File: config.mk
export PLATFORM = sky130hd
export DESIGN_NAME = tlb_assoc
export DESIGN_NICKNAME = d
export VERILOG_FILES = /design/src/rtl/tlb_assoc.sv
export SDC_FILE = /design/constraint.sdc
export NUM_CORES = 2
export LEC_CHECK = 0
export CAP_MARGIN = 40
export CORE_MARGIN = 2
export CORE_UTILIZATION = 59
export CTS_BUF_LIST = sky130_fd_sc_hd__clkbuf_2 sky130_fd_sc_hd__clkbuf_4 sky130_fd_sc_hd__clkbuf_8
export CTS_CLUSTER_SIZE = 16
export DETAILED_ROUTE_END_ITERATION = 6
export PLACE_DENSITY = 0.76
export RECOVER_POWER = 25
export SLEW_MARGIN = 40
export SYNTH_ARGS = -nofsm -noshare
export SYNTH_HDL_FRONTEND = slang
export SYNTH_SLANG_ARGS = --single-unit
File: constraint.sdc
create_clock -name clk -period 5.4 [get_ports clk]
set_input_delay 0.54 -clock clk [delete_from_list [all_inputs] [get_ports clk]]
set_output_delay 0.54 -clock clk [all_outputs]
set_load 0.03 [all_outputs]
File: src/rtl/tlb_assoc.sv
// tlb_assoc: set-associative TLB, two lookup ports, round-robin refill, flush engine.
// Define TLB_ASID_EN to store/compare ASID and global bits and walk sets on ASID flush.
module tlb_assoc #(
  parameter int VPN_W  = 27,
  parameter int DATA_W = 44,
  parameter int SETS   = 16,
  parameter int WAYS   = 2,
  parameter int ASID_W = 16
) (
  input  logic              clk,
  input  logic              rst_n,
  input  logic [ASID_W-1:0] cur_asid,
  input  logic [VPN_W-1:0]  if_vpn,
  output logic              if_hit,
  output logic [DATA_W-1:0] if_rdata,
  input  logic              if_update,
  input  logic [DATA_W-1:0] if_wdata,
  input  logic              if_wglobal,
  input  logic [VPN_W-1:0]  ma_vpn,
  output logic              ma_hit,
  output logic [DATA_W-1:0] ma_rdata,
  input  logic              ma_update,
  input  logic [DATA_W-1:0] ma_wdata,
  input  logic              ma_wglobal,
  input  logic              flush_req,
  input  logic [1:0]        flush_mode,
  input  logic [VPN_W-1:0]  flush_vpn,
  input  logic [ASID_W-1:0] flush_asid,
  output logic              flush_busy,
  output logic              flush_done
);
  localparam int IDX_W = $clog2(SETS);
  localparam int TAG_W = VPN_W - IDX_W;
  localparam int WP_W  = (WAYS > 1) ? $clog2(WAYS) : 1;

  typedef enum logic [1:0] {IDLE, WALK, DONE} state_t;
  state_t state, state_n;
  logic [IDX_W-1:0] widx;

  logic [WAYS-1:0]   vld   [SETS];
  logic [TAG_W-1:0]  tag_q [SETS][WAYS];
  logic [DATA_W-1:0] dat_q [SETS][WAYS];
  logic [WP_W-1:0]   rr    [SETS];
`ifdef TLB_ASID_EN
  logic [WAYS-1:0]   glb    [SETS];
  logic [ASID_W-1:0] asid_q [SETS][WAYS];
  logic [ASID_W-1:0] fasid;
  logic [WAYS-1:0]   wk_m;
  logic              wr_glob;
`else
  logic unused_ok;
  assign unused_ok = ^{cur_asid, flush_asid, if_wglobal, ma_wglobal};
`endif

  logic [IDX_W-1:0]  if_idx, ma_idx, fl_idx, wr_idx;
  logic [TAG_W-1:0]  if_tag, ma_tag, fl_tag, wr_tag;
  logic [WAYS-1:0]   if_m, ma_m, fl_m, wr_m;
  logic [DATA_W-1:0] wr_data;
  logic [WP_W-1:0]   wr_way;
  logic              wr_adv, wr_en;
  logic              busy, accept;
  logic              f_all, f_vpn, f_asid;

  assign if_idx = if_vpn[IDX_W-1:0];
  assign if_tag = if_vpn[VPN_W-1:IDX_W];
  assign ma_idx = ma_vpn[IDX_W-1:0];
  assign ma_tag = ma_vpn[VPN_W-1:IDX_W];
  assign fl_idx = flush_vpn[IDX_W-1:0];
  assign fl_tag = flush_vpn[VPN_W-1:IDX_W];

  assign busy       = (state != IDLE);
  assign accept     = (state == IDLE) && flush_req;
  assign flush_busy = busy;
  assign flush_done = (state == DONE);

  always_comb begin
    if_m = '0;
    ma_m = '0;
    fl_m = '0;
`ifdef TLB_ASID_EN
    wk_m = '0;
`endif
    for (int w = 0; w < WAYS; w++) begin
      if_m[w] = vld[if_idx][w] && (tag_q[if_idx][w] == if_tag);
      ma_m[w] = vld[ma_idx][w] && (tag_q[ma_idx][w] == ma_tag);
      fl_m[w] = vld[fl_idx][w] && (tag_q[fl_idx][w] == fl_tag);
`ifdef TLB_ASID_EN
      if_m[w] = if_m[w] &&
                (glb[if_idx][w] || asid_q[if_idx][w] == cur_asid);
      ma_m[w] = ma_m[w] &&
                (glb[ma_idx][w] || asid_q[ma_idx][w] == cur_asid);
      wk_m[w] = vld[widx][w] && !glb[widx][w] &&
                (asid_q[widx][w] == fasid);
`endif
    end
  end

  // descending scan so the lowest matching way wins
  always_comb begin
    if_hit   = 1'b0;
    if_rdata = '0;
    ma_hit   = 1'b0;
    ma_rdata = '0;
    for (int w = WAYS - 1; w >= 0; w--) begin
      if (if_m[w] && !busy) begin
        if_hit   = 1'b1;
        if_rdata = dat_q[if_idx][w];
      end
      if (ma_m[w] && !busy) begin
        ma_hit   = 1'b1;
        ma_rdata = dat_q[ma_idx][w];
      end
    end
  end

  // MA refill takes the single write port; a concurrent IF refill is dropped
  assign wr_en   = (if_update || ma_update) && !busy && !accept;
  assign wr_idx  = ma_update ? ma_idx : if_idx;
  assign wr_tag  = ma_update ? ma_tag : if_tag;
  assign wr_data = ma_update ? ma_wdata : if_wdata;
  assign wr_m    = ma_update ? ma_m : if_m;
`ifdef TLB_ASID_EN
  assign wr_glob = ma_update ? ma_wglobal : if_wglobal;
`endif

  always_comb begin
    wr_way = rr[wr_idx];
    wr_adv = 1'b1;
    for (int w = WAYS - 1; w >= 0; w--) begin
      if (!vld[wr_idx][w]) begin
        wr_way = WP_W'(w);
        wr_adv = 1'b0;
      end
    end
    for (int w = WAYS - 1; w >= 0; w--) begin
      if (wr_m[w]) begin
        wr_way = WP_W'(w);
        wr_adv = 1'b0;
      end
    end
  end

  always_comb begin
    f_all  = 1'b0;
    f_vpn  = 1'b0;
    f_asid = 1'b0;
    if (accept) begin
      unique case (flush_mode)
        2'd1: f_vpn = 1'b1;
`ifdef TLB_ASID_EN
        2'd2: f_asid = 1'b1;
`endif
        default: f_all = 1'b1;
      endcase
    end
  end

  always_comb begin
    state_n = state;
    unique case (state)
      IDLE: begin
        if (f_asid)      state_n = WALK;
        else if (accept) state_n = DONE;
      end
      WALK:    if (&widx) state_n = DONE;
      DONE:    state_n = IDLE;
      default: state_n = IDLE;
    endcase
  end

  always_ff @(posedge clk or negedge rst_n) begin
    if (!rst_n) begin
      state <= IDLE;
      widx  <= '0;
      for (int s = 0; s < SETS; s++) begin
        vld[s] <= '0;
        rr[s]  <= '0;
        for (int w = 0; w < WAYS; w++) begin
          tag_q[s][w] <= '0;
          dat_q[s][w] <= '0;
`ifdef TLB_ASID_EN
          asid_q[s][w] <= '0;
`endif
        end
`ifdef TLB_ASID_EN
        glb[s] <= '0;
`endif
      end
`ifdef TLB_ASID_EN
      fasid <= '0;
`endif
    end else begin
      state <= state_n;
      widx  <= (state == WALK) ? widx + 1'b1 : '0;
      if (f_all) begin
        for (int s = 0; s < SETS; s++) vld[s] <= '0;
      end
      if (f_vpn) vld[fl_idx] <= vld[fl_idx] & ~fl_m;
`ifdef TLB_ASID_EN
      if (f_asid) fasid <= flush_asid;
      if (state == WALK) vld[widx] <= vld[widx] & ~wk_m;
`endif
      if (wr_en) begin
        vld[wr_idx][wr_way]   <= 1'b1;
        tag_q[wr_idx][wr_way] <= wr_tag;
        dat_q[wr_idx][wr_way] <= wr_data;
`ifdef TLB_ASID_EN
        glb[wr_idx][wr_way]    <= wr_glob;
        asid_q[wr_idx][wr_way] <= cur_asid;
`endif
        if (wr_adv) begin
          rr[wr_idx] <= (rr[wr_idx] == WP_W'(WAYS - 1)) ?
                        '0 : rr[wr_idx] + 1'b1;
        end
      end
    end
  end
endmodule

==> metrics.md <==
| Metric | Value |
|---|---|
| Worst R2R Setup Slack | 0.90 ns |
| Synthesized cell area | 126000 sq um |
| Hold Crit Class | input port to register |
| Busiest grt layer | met2 |
| Cells after synthesis | 8275 |
| Register area share after synthesis | 43.4% |
| EDFF count, synth | 0 |
| Slew Viols, Final | 494 |
| Critical path's slowest cell | or4_4 |
| Met2 usage | 60.1% |
| Peak supply drop | 0.000289 V |
| Ys flop type | dfrtp_1 |
| First-pass GRT wire length | 636 mm |
| FF+latch count, synth | 2193 |
| 1st-pass router iterations | 6 |
| Worst reg2reg path endpoint | tag_q[240] |
| Initial DRC count | 10700 |
| Clock buffer depth | 4 |
| Clock Skew | 0.0932 ns |
| Worst-margin pin slew | 3.20 ns |
| Full die area | 218000 sq um |
| Commonest non-fill, non-tap cell in the layout | dfrtp_1 |
| Outcome | finished with violations |
| Routability Congestion | 1.02 |
| Worst EP required | 4.86 ns |
| Placed Area | 138000 sq um |
| Syn_area_per_cell | 15.3 sq um |
| Post-Syn Nets | 8485 |
| Detailed-route via count | 86900 |
| Critical R2R Launch | tag_q[416] |
| Synth async-reset ratio | 100% |
| CTS root buffer | clkbuf_8 |
| Fin worst setup slack | -0.131 ns |
| Multi-input gate area | 68600 sq um |
| # clock sinks | 2193 |
| Num rows | 169 |
| Crit path max fanout | 7 |
| Synth Warn # | 0 |
| Gr ovfl total | 0 |
| Worst-path cell chain | mux4_2 -> inv_1 -> a222oi_1 -> nor2_1 -> a221o_1 -> or4_4 -> nor4_4 -> buf_4 -> nand2b_4 -> buf_8 -> buf_12 -> clkbuf_16 -> nor2b_1 -> mux2_4 -> buf_12 |
| Final period util | 102% |
| Critical path's most frequent cell | buf_12 |
| Seq. cell area | 54900 sq um |
| Pwr Density | 349 nW/um^2 |
| Width of the die | 467 microns |
| Commonest cells after routing, fill and taps aside | 2193 x dfrtp_1, 1955 x mux2_2, 1389 x mux4_2 |
| Total GRT Usage | 40.5% |
| CP peak stage delay | 0.54 ns |
| Pleak | 65.4 nW |
| Buf/Inv on CP | 6 |
| CTS buffer count | 386 |
| Crit Path Class | register to primary output |
| Met3 Use GR | 10.3% |
| Final Hold Viols | 0 |
| Slew Limit Headroom | -113% |
| Initial cell density of the core | 59.5% |
| Min Tclk post-route | 5.53 ns |
| Max cap viols | 7 |
| HPWL after DPL | 287 mm |
| Fmax | 181 MHz |
| Layout cell share with drive strength beyond 1 | 55.5% |
| Failing checks | capacitance limit, slew limit, setup timing |
| Unrepaired setup endpoints after global routing | true |
| Final non-filler cell area | 148000 sq um |
| Largest net degree at the start of global routing | 167 |
| Wire length per cell | 37.0 microns |
| Cell family with most CP delay | simple AND/OR/NAND/NOR gates |
| Worst hold start | ma_update |
| H-tree depth | 5 |
| Hold endpoint | vld[25] |
| # port buffers | 267 |
| Startpoint class of the critical path | register |
| Vias in the first global route | 90300 |
| WL final | 437 mm |
| Worst Path Arrival | 4.99 ns |
| Nets | 8935 |
| Boundary Pins | 302 |
| Worst skew pair latency | 1.15 ns |
| Final ANT Viol Nets | 0 |
| Synth cell types | 84 |
| Hold Path Cell Cnt | 5 |
| DR vias/cell | 7.36 |
| Crit. End Element | primary output |
| Core Util, Final | 69.5% |
| Fill cells | 13800 |
| Worst-path clk slew | 0.06 ns |
| Core area | 213000 sq um |
| Worst reg2reg path depth | 15 |
| CTS tree | built |
| Final setup viols | 63 |
| DRC Markers | 0 |
| M1 GR Usage | 54.0% |
| Layout area overhead | 16.9% |
| Die Span Y | 467 microns |
| Initial antenna violation count | 7 |
-- timing repair --
item | CTS | global route
hold buffers | 1 | 1
pin swaps | 61 | 45
endpoints found under the setup margin | 90 | 89
endpoints found under the hold margin | 135 | 16
gates resized for setup | 207 | 43
setup buffers | 29 | 6
gates cloned | 11 | 1
-- where the power goes --
part | switching (mW) | total [mW] | internal [mW] | leakage, nW
Clock | 7.12 | 16.3 | 9.14 | 4.29
Sequential | 2.91 | 22.8 | 19.9 | 29.2
Combinational | 5.14 | 12.5 | 7.33 | 31.9
Total | 15.2 | 51.5 | 36.4 | 65.4
-- cell families (layout without fill, tap and decap cells) --
kind of cell | after synthesis | in the layout | share of synthesized area [%]
simple gates | 695 | 695 | 2.79
other cells | 0 | 4 | 0
compound gates | 383 | 383 | 2.20
flops | 2193 | 2193 | 43.4
buf+inv | 911 | 1632 | 3.29
xor+xnor | 155 | 155 | 1.07
mux | 3938 | 3938 | 47.2
-- sequential cells by signal, summed over array words and instances (netlist names) --
name and flops:
dat_q 1408, tag_q 736, vld 32, rr 16, state 1
-- cell usage after synthesis (all sizes together) (4+ instances only) --
| cell | number | area share, % |
|---|---|---|
| a221o | 14 | 0.11 |
| a221oi | 27 | 0.19 |
| nand4b | 4 | 0.033 |
| o211ai | 7 | 0.056 |
| and3 | 26 | 0.13 |
| a22o | 10 | 0.069 |
| or2 | 5 | 0.025 |
| a31oi | 14 | 0.069 |
| xor2 | 44 | 0.30 |
| nand3b | 75 | 0.45 |
| nor2 | 82 | 0.25 |
| o2111ai | 5 | 0.035 |
| nand2b | 77 | 0.38 |
| a2111oi | 11 | 0.081 |
| a311oi | 15 | 0.10 |
| nor2b | 27 | 0.13 |
| xnor2 | 111 | 0.77 |
| clkbuf | 433 | 1.3 |
| nor4 | 10 | 0.061 |
| a21oi | 49 | 0.21 |
| or4 | 5 | 0.033 |
| mux2i | 261 | 2.1 |
| dfrtp | 2193 | 43 |
| o22ai | 18 | 0.099 |
| nor3 | 22 | 0.087 |
| and2 | 10 | 0.049 |
| inv | 20 | 0.059 |
| nand3 | 53 | 0.21 |
| mux4 | 1390 | 25 |
| a22oi | 70 | 0.42 |
| nand4 | 22 | 0.11 |
| nand2 | 271 | 0.80 |
| mux2 | 2287 | 20 |
| a211oi | 30 | 0.18 |
| o21ai | 71 | 0.28 |
| buf | 456 | 1.9 |
| a21boi | 9 | 0.074 |
-- worst reg2reg max path, delay by kind of cell (launching register included) --
kind | cells | cell delay (ns)
compound gates | 5 | 1.54
xor+xnor | 1 | 0.13
buf+inv | 5 | 1.04
flops | 1 | 0.42
mux | 2 | 0.83
simple gates | 2 | 0.41
-- per-layer routing --
metal	part of all wire (%)	vias to the layer above
li1	-	33300
met4	7.3	2
met5	0.0014	-
met3	11	1494
met2	45	5831
met1	36	46300
-- per-stage QoR --
step	total power, mW	setup WS, ns	cells	TNS, ns	hold slack (ns)
2_1_floorplan	30.8	0.425	8275	0	0.244
3_3_place_gp	34.2	-0.287	11100	-2.23	0.480
3_5_place_dp	35.0	-0.305	11100	-2.09	0.489
4_1_cts	51.3	-0.116	11800	-1.99	0.0571
5_1_grt	53.3	-0.214	11800	-24.03	0.218
6_report	51.5	-0.131	11800	-3.31	0.239
-- cell type report --
cell class,count,share of cell area [%]
tap,2821,2.39
sequential,2193,37.1
inverter,22,0.0678
timing repair buffer,951,8.54
clock inverter,60,0.356
antenna,4,0.00678
clock buffer,599,5.07
multi-input combinational,5171,46.4
-- how the worst max path moves through the flow --
| stage | startpoint | to | slack (ns) | depth (start not counted) |
|---|---|---|---|---|
| floorplan | if_vpn[1] | if_rdata[13] | 0.43 | 15 |
| global placement | if_vpn[1] | if_rdata[6] | -0.29 | 14 |
| detailed placement | if_vpn[1] | if_rdata[6] | -0.31 | 17 |
| CTS | tag_q[342] | if_rdata[5] | -0.12 | 17 |
| global route | tag_q[66] | if_rdata[12] | -0.21 | 17 |
| finish | tag_q[368] | if_rdata[12] | -0.13 | 15 |
(Power assumes the default switching activity.)
